--- config.mk ---
export PLATFORM = sky130hd
export DESIGN_NAME = alu_cmd_sequencer
export DESIGN_NICKNAME = d
export VERILOG_FILES = /design/src/rtl/alu_cmd_sequencer.sv
export SDC_FILE = /design/constraint.sdc
export NUM_CORES = 1
export LEC_CHECK = 0
export BUFFER_PORTS_ARGS = -buffer_cell sky130_fd_sc_hd__buf_2
export CAP_MARGIN = 40
export CORE_ASPECT_RATIO = 0.8
export CORE_MARGIN = 3
export CORE_UTILIZATION = 58
export DETAILED_ROUTE_END_ITERATION = 6
export MAX_ROUTING_LAYER = met4
export PLACE_DENSITY = 0.94
export RECOVER_POWER = 100
export SETUP_SLACK_MARGIN = 0.1
export SLEW_MARGIN = 20
export SYNTH_ARGS = -nofsm -noshare
export SYNTH_HDL_FRONTEND = slang
export SYNTH_SLANG_ARGS = --single-unit
--- constraint.sdc ---
create_clock -name clk -period 5.3 [get_ports clk]
set_clock_uncertainty 0.2 [all_clocks]
set_input_delay 0.795 -clock clk [delete_from_list [all_inputs] [get_ports clk]]
set_output_delay 0.795 -clock clk [all_outputs]
set_load 0.01 [all_outputs]
--- src/rtl/alu_cmd_sequencer.sv ---
// Command sequencer for the fixed-latency pipelined ALU: drives operands, tracks in-flight ops, queues tagged responses.
// Optional ALU_SEQ_SGT_FIX_EN: carry operands down the delay line and compute signed-greater-than locally for opcode 7.
module alu_cmd_sequencer #(
  parameter int W     = 8,
  parameter int LAT   = 2,
  parameter int DEPTH = 4,
  parameter int TAG_W = 4
) (
  input  logic             clk,
  input  logic             rst,
  input  logic             cmd_valid,
  output logic             cmd_ready,
  input  logic [3:0]       cmd_opcode,
  input  logic [W-1:0]     cmd_a,
  input  logic [W-1:0]     cmd_b,
  input  logic [4:0]       cmd_shift,
  input  logic [TAG_W-1:0] cmd_tag,
  output logic [3:0]       alu_opcode,
  output logic [W-1:0]     alu_input1,
  output logic [W-1:0]     alu_input2,
  output logic [4:0]       alu_shift,
  input  logic [W-1:0]     alu_result,
  input  logic             alu_carry,
  output logic             rsp_valid,
  input  logic             rsp_ready,
  output logic [W-1:0]     rsp_result,
  output logic             rsp_carry,
  output logic             rsp_err,
  output logic [TAG_W-1:0] rsp_tag,
  output logic             busy
);

  localparam int NST = LAT + 1;
  localparam int AW  = $clog2(DEPTH);
  localparam int CW  = $clog2(DEPTH + 1);
  localparam int OW  = $clog2(DEPTH + NST + 1);

  typedef struct packed {
    logic [W-1:0]     result;
    logic             carry;
    logic             err;
    logic [TAG_W-1:0] tag;
  } rsp_t;

  logic [3:0]       alu_opcode_q;
  logic [W-1:0]     alu_input1_q;
  logic [W-1:0]     alu_input2_q;
  logic [4:0]       alu_shift_q;

  logic [NST-1:0]   dv_q;
  logic [TAG_W-1:0] dtag_q [NST];
  logic [3:0]       dop_q  [NST];
`ifdef ALU_SEQ_SGT_FIX_EN
  logic [W-1:0]     da_q   [NST];
  logic [W-1:0]     db_q   [NST];
`endif

  rsp_t             mem_q  [DEPTH];
  logic [AW-1:0]    wr_ptr_q, wr_ptr_d;
  logic [AW-1:0]    rd_ptr_q, rd_ptr_d;
  logic [CW-1:0]    count_q, count_d;

  logic             accept;
  logic             push;
  logic             pop;
  logic [OW-1:0]    occ;
  rsp_t             cap;
  rsp_t             head;

  assign accept = cmd_valid & cmd_ready;

  // Credit counts queued responses plus every op still in the delay line,
  // so a capture always finds a free FIFO slot.
  always_comb begin
    occ = OW'(count_q);
    for (int unsigned i = 0; i < NST; i++) begin
      occ = occ + OW'(dv_q[i]);
    end
  end

  assign cmd_ready = occ < OW'(DEPTH);

  always_ff @(posedge clk or posedge rst) begin
    if (rst) begin
      alu_opcode_q <= '0;
      alu_input1_q <= '0;
      alu_input2_q <= '0;
      alu_shift_q  <= '0;
      dv_q         <= '0;
      for (int unsigned i = 0; i < NST; i++) begin
        dtag_q[i] <= '0;
        dop_q[i]  <= '0;
`ifdef ALU_SEQ_SGT_FIX_EN
        da_q[i]   <= '0;
        db_q[i]   <= '0;
`endif
      end
    end else begin
      if (accept) begin
        alu_opcode_q <= cmd_opcode;
        alu_input1_q <= cmd_a;
        alu_input2_q <= cmd_b;
        alu_shift_q  <= cmd_shift;
      end
      dv_q[0]   <= accept;
      dtag_q[0] <= cmd_tag;
      dop_q[0]  <= cmd_opcode;
`ifdef ALU_SEQ_SGT_FIX_EN
      da_q[0]   <= cmd_a;
      db_q[0]   <= cmd_b;
`endif
      for (int unsigned i = 1; i < NST; i++) begin
        dv_q[i]   <= dv_q[i-1];
        dtag_q[i] <= dtag_q[i-1];
        dop_q[i]  <= dop_q[i-1];
`ifdef ALU_SEQ_SGT_FIX_EN
        da_q[i]   <= da_q[i-1];
        db_q[i]   <= db_q[i-1];
`endif
      end
    end
  end

  assign alu_opcode = alu_opcode_q;
  assign alu_input1 = alu_input1_q;
  assign alu_input2 = alu_input2_q;
  assign alu_shift  = alu_shift_q;

  // The ALU holds its carry flag across non-arithmetic ops; mask it here.
  always_comb begin
    cap.result = alu_result;
    cap.carry  = alu_carry & (dop_q[NST-1] == 4'd0 || dop_q[NST-1] == 4'd1);
    cap.err    = dop_q[NST-1][3];
    cap.tag    = dtag_q[NST-1];
`ifdef ALU_SEQ_SGT_FIX_EN
    if (dop_q[NST-1] == 4'd7) begin
      cap.result = {{(W-1){1'b0}}, ($signed(da_q[NST-1]) > $signed(db_q[NST-1]))};
      cap.carry  = 1'b0;
    end
`endif
  end

  assign push = dv_q[NST-1];
  assign pop  = rsp_valid & rsp_ready;

  always_comb begin
    wr_ptr_d = wr_ptr_q;
    rd_ptr_d = rd_ptr_q;
    count_d  = count_q;
    if (push) wr_ptr_d = wr_ptr_q + 1'b1;
    if (pop)  rd_ptr_d = rd_ptr_q + 1'b1;
    case ({push, pop})
      2'b10:   count_d = count_q + 1'b1;
      2'b01:   count_d = count_q - 1'b1;
      default: count_d = count_q;
    endcase
  end

  always_ff @(posedge clk or posedge rst) begin
    if (rst) begin
      wr_ptr_q <= '0;
      rd_ptr_q <= '0;
      count_q  <= '0;
    end else begin
      wr_ptr_q <= wr_ptr_d;
      rd_ptr_q <= rd_ptr_d;
      count_q  <= count_d;
    end
  end

  always_ff @(posedge clk) begin
    if (push) mem_q[wr_ptr_q] <= cap;
  end

  assign head       = mem_q[rd_ptr_q];
  assign rsp_valid  = (count_q != '0);
  assign rsp_result = head.result;
  assign rsp_carry  = head.carry;
  assign rsp_err    = head.err;
  assign rsp_tag    = head.tag;
  assign busy       = (|dv_q) | rsp_valid;

endmodule

# Word level (Yosys, flattened, before mapping)
# Memory sizes are Yosys's and may differ from the RTL's.
# Cells that the tools add are included.
# word_totals
reg_bits,59
latchBits,0
ram_bits,56
romBits,0
inputBits,42
output_inout_bits,42
elab_cells,38
n_memories,1
# mem_list
name,words,width,rd,rd_clocked_by_memory_dff,write_ports,line,text
mem_q,4,14,1,0,1,58,rsp_t mem_q [DEPTH];
# classes
add_sub_neg,7
n_mul,0
div,0
n_lt_le_gt_ge,1
n_eq_ne,3
shifts,0
muxes,3
bitwise_logic,4
n_reduce_logical,5
# ops
op,n
3-bit by 1-bit adder with 3-bit output,3
3-bit one-hot mux with 2 select lines,1
"2-bit by 1-bit adder with 2-bit output, second input constant",2
"4-bit by 1-bit equality test with 1-bit output, second input constant",1
4-bit logical NOT,1
"3-bit by 1-bit adder with 3-bit output, second input constant",1
1-bit bitwise AND,3
"3-bit < comparator, second input constant",1
3-bit nonzero test,1
3-bit OR reduction,1
"3-bit by 1-bit subtractor with 3-bit output, second input constant",1
"2-bit by 1-bit equality test with 1-bit output, second input constant",1
"2-bit equality test, second input constant",1
1-bit 2-to-1 mux,2
2-bit nonzero test,1
1-bit logical OR,1
1-bit OR,1

# Depth between registers and ports, before layout
# logic_depth
ltp_word,5
ltp_mapped,8
mapped_depth_nobuf,7

# Worst setup path before layout
# No wires, ideal clock.
# synth_path
path_type,reg2out
startpoint,register dv_q[0]
endpoint,output cmd_ready
t_arrival_ns,1.620
t_required_ns,4.305
path_slack_ns,2.685
stages_incl_launch_ff,5
path_buffers,0
path_cell_list,dfrtp_1 -> fa_1 -> ha_1 -> a311o_1 -> nand3_1
# synth_via
elab_chain_cells,4
# synth_rtl
item,line,text
from (decl),50,logic [NST-1:0] dv_q;
from (signal assigned),105,dv_q[0] <= accept;
"from (signal, indexed assignment)",113,dv_q[i] <= dv_q[i-1];
3-bit by 1-bit adder with 3-bit output (3 in a row),77,occ = occ + OW'(dv_q[i]);
3-bit < comparator,81,assign cmd_ready = occ < OW'(DEPTH);
to (decl),12,"output logic cmd_ready,"
# Every way passes these cells.

# Worst setup path after layout
# layout_path
startpoint,register dv_q[0]
endpoint,"register alu_input2_q[3], in the netlist alu_input2[3]"
# layout_via
elab_chain_cells,5
# layout_rtl
item,line,text
3-bit by 1-bit adder with 3-bit output (3 in a row),77,
3-bit < comparator,81,
1-bit bitwise AND,70,assign accept = cmd_valid & cmd_ready;
to (signal assigned),102,alu_input2_q <= cmd_b;
to (decl),47,logic [W-1:0] alu_input2_q;
# Every way passes these cells.
# A chain may end at the register's enable or synchronous reset.

==> run_results.csv <==
group,metric,value,unit
status,status,"complete, but fails checks",
status,violations,"capacitance limit, slew limit",
setup_path,required_worst_endpoint,5.34,ns
sta,maxClockFrequency,290.1,MHz
cts,ctsRootBufferMaster,"sky130_fd_sc_hd__clkbuf_8",
final_layout,multi_input_comb_area,905.9,um^2
final_layout,area_growth,14.40,%
synth,xor_xnor_share_of_the_synthesized_area,1.292,%
floorplan,row_count,26,
drt,antenna_violating_nets_post_route,0,
run,max_cap_violations,1,
floorplan,design.core.area,6604,um^2
place,pre_cts_ws,2.295,ns
setup_path,cp_num_cells,6,
grt,first_global_vias,2227,
sta,setup-violations-final,0,
synth,synth-seq-area-share,75.79,%
setup_path,slowest_stage,"sky130_fd_sc_hd__clkbuf_1",
power,static_leak,0.001803,uW
floorplan,die_outline_height,80.91,um
place,dp_hpwl,4646,um
power,power-per-cell-area,533.1,nW/um^2
cts,post_cts_resize_count,0,
floorplan,die_span_x,99.63,um
setup_path,worst_setup_path_start_kind,"flip-flop",
sta,number_of_slew_limit_violations_in_the_final_report,33,
cts,cts.reportedPaths.clkPinSlew,0.09,ns
final_layout,layout-drive-gt1-share,22.30,%
final_layout,ff_latch_area,3083,um^2
cts,cts_tree,"built",
grt,grt_usage,18.77,%
synth,yosys_warnings,0,
synth,synth_compound_gate_area_share,1.107,%
grt,grt_start_max_net_pins,33,
drt,vias,2005,
place,placement.io_buffers,83,
synth,syn_nets,251,
synth,ys_dominant_reg_cell,"sky130_fd_sc_hd__edfxtp_1",
setup_path,reg2reg_path_depth,6,
floorplan,initial_utilization,61.60,%
synth,post_synth_fa_ha_maj_area_fraction,3.137,%
synth,synth_edf_count,56,
setup_path,timing.critical_path.cells,"fa_1 -> ha_1 -> a311o_1 -> a31oi_4 -> clkbuf_1 -> mux2_2",
synth,yosysUniqueCellTypes,26,
place,place_congestion,0.6854,
sta,final.setup.tns,0,ns
setup_path,family_with_the_most_delay_on_the_worst_path,"buffers and inverters",
synth,synthesized_area_divided_by_synthesized_cell_count,20.34,um^2
setup_path,timing.critical_path.arrival,3.49,ns
setup_path,path_buf_inv,1,
grt,grt-ovfl-total,0,
synth,synth.cell_area,4068,um^2
synth,dominant_combinational_cell_family_by_area_after_synthesis,"multiplexers",
setup_path,timing.critical_path.to_type,"flip-flop",
cts,clk_path_buf_depth,2,
sta,grt_setup_unrepaired,"no",
setup_path,worst-setup-path-type,"flip-flop to flip-flop",
setup_path,critical-path-max-stage-delay,0.97,ns
sta,hold_viol,0,
final_layout,layout_common_cells,"56 x sky130_fd_sc_hd__dfrtp_1, 56 x sky130_fd_sc_hd__clkbuf_1, 56 x sky130_fd_sc_hd__edfxtp_1, 33 x sky130_fd_sc_hd__buf_2, 19 x sky130_fd_sc_hd__mux2_1",
final_layout,design.final.nets,342,
floorplan,io_pins,84,
cts,worstSkewPairLatency,0.35,ns
worst_hold_path,hold_path.class,"flip-flop to flip-flop",
synth,synth-seq-cells,112,
final_layout,n_antenna_cell,0,
cts,clock_sinks,112,
drt,wire_per_inst,17.14,um
synth,syn_inst,200,
setup_path,critical_path.max_fanout,25,
worst_hold_path,hold_path_depth,0,
drt,drt-initial-drc-count,49,
floorplan,design.die.area,8061,um^2
sta,setup_slack,1.853,ns
cts,numCtsBuffers,9,
cts,cts.repair_timing.setup_buffer_count,0,
cts,postCtsHoldBufs,0,
grt,grt_first_pass_wirelength,10740,um
synth,async_flop_share,50.00,%
drt,drt-total-wl,6512,um
grt,antenna_found_initial,0,
sta,timing.final.crit_share,65.04,%
power,p_total,2480,uW
synth,synth_simple_gate_area_share,1.815,%
drt,drt-vias-per-instance,5.276,
cts,htreeDepth,3,
final_layout,fillers,440,
sta,max_slew_margin,-8.783,%
drt,drcViolationCount,0,
sta,max_slew.worst_pin.slew,1.632,ns
synth,post_synth_mux_area_share,14.92,%
drt,drtPass1Iterations,4,
sta,time_the_final_worst_path_needs_with_i_o_delays_and_setup,3.447,ns
power,max-vdd-ir-drop,0.3044,mV
-- state kept, by name, summed over array words and instances (netlist names), 4 cells and up --
signal,cells
alu_shift,5
dop_q,8
alu_input1,8
cap,5
alu_input2,8
alu_opcode,4
mem_q,56
dtag_q,8
-- final timing paths --
| check | startpoint | end | slack (ns) |
|---|---|---|---|
| max | dv_q[0] | alu_input2[3] | 1.85 |
| max in group asynchronous | rst | rd_ptr_q[0] | 2.45 |
| min in group asynchronous | rst | cap[2] | 0.44 |
| max reg2reg | dv_q[0] | alu_input2[3] | 1.85 |
| min | dtag_q[6] | cap[2] | 0.15 |
| min reg2reg | dtag_q[6] | cap[2] | 0.15 |
-- worst register-to-register path, delay by kind of cell (launching register included) --
family	cells	cell delay [ns]
AO/OA/AOI/OAI	2	0.61
adder cells (fa/ha/maj)	2	0.71
buffers and inverters	1	0.97
flip-flops	1	0.42
multiplexers	1	0.43
-- logic make-up (layout without fill, tap and decap cells) --
logic type / Yosys count / after routing
AOI/OAI and AO/OA: 4 / 4
and+or+nand+nor: 13 / 13
xor gates and xnor gates: 6 / 6
adders and majority gates: 9 / 9
buffers and inverters: 16 / 112
muxes: 40 / 40
DFF: 112 / 112
-- final cells by class --
cell class                 instances  share of cell area, %
clock buffer                      12                  2.904
clock inverter                     4                 0.4840
multi-input combinational         72                  19.47
tap                               84                  2.259
inverter                          10                 0.8067
sequential                       112                  66.25
timing repair buffer              86                  7.825
-- power by group --
part / internal (uW) / switching [uW] / total (uW) / leakage [uW]
clock: 170 / 250 / 421 / 0.0000822
combinational: 366 / 415 / 780 / 0.000552
sequential: 1140 / 144 / 1280 / 0.00117
-- layer usage --
layer  part of all wire, %  vias to the layer above  GRT usage [%]
met5                     0                        -              -
met4                  0.23                        0          4.229
met3                   7.4                        2          6.695
met2                    51                       81          30.90
met1                    41                     1000          22.81
li1                      -                      922              -
-- Yosys cell counts, drive strengths merged (2+ instances only) --
cell type	instances	area, um^2
buf	5	37.53
and2	4	25.02
inv	10	37.54
mux4	14	315.3
ha	7	87.58
xnor2	2	17.52
xor2	4	35.03
mux2	25	281.5
nand2	3	11.26
dfrtp	56	1401
edfxtp	56	1682
fa	2	40.04
-- through the flow --
stage / cells / area (um^2) / util (%) / hold slack, ns
floorplan: 200 / 4068 / - / 0.1312
global placement: 361 / 4547 / 68.85 / 0.1335
detailed placement: 363 / 4582 / 69.38 / 0.1347
CTS: 379 / 4740 / 71.77 / 0.1529
global route: 380 / 4653 / 70.46 / 0.1656
finish: 380 / 4653 / 70.46 / 0.1503
No activity file was read; power rests on OpenSTA's default activity.
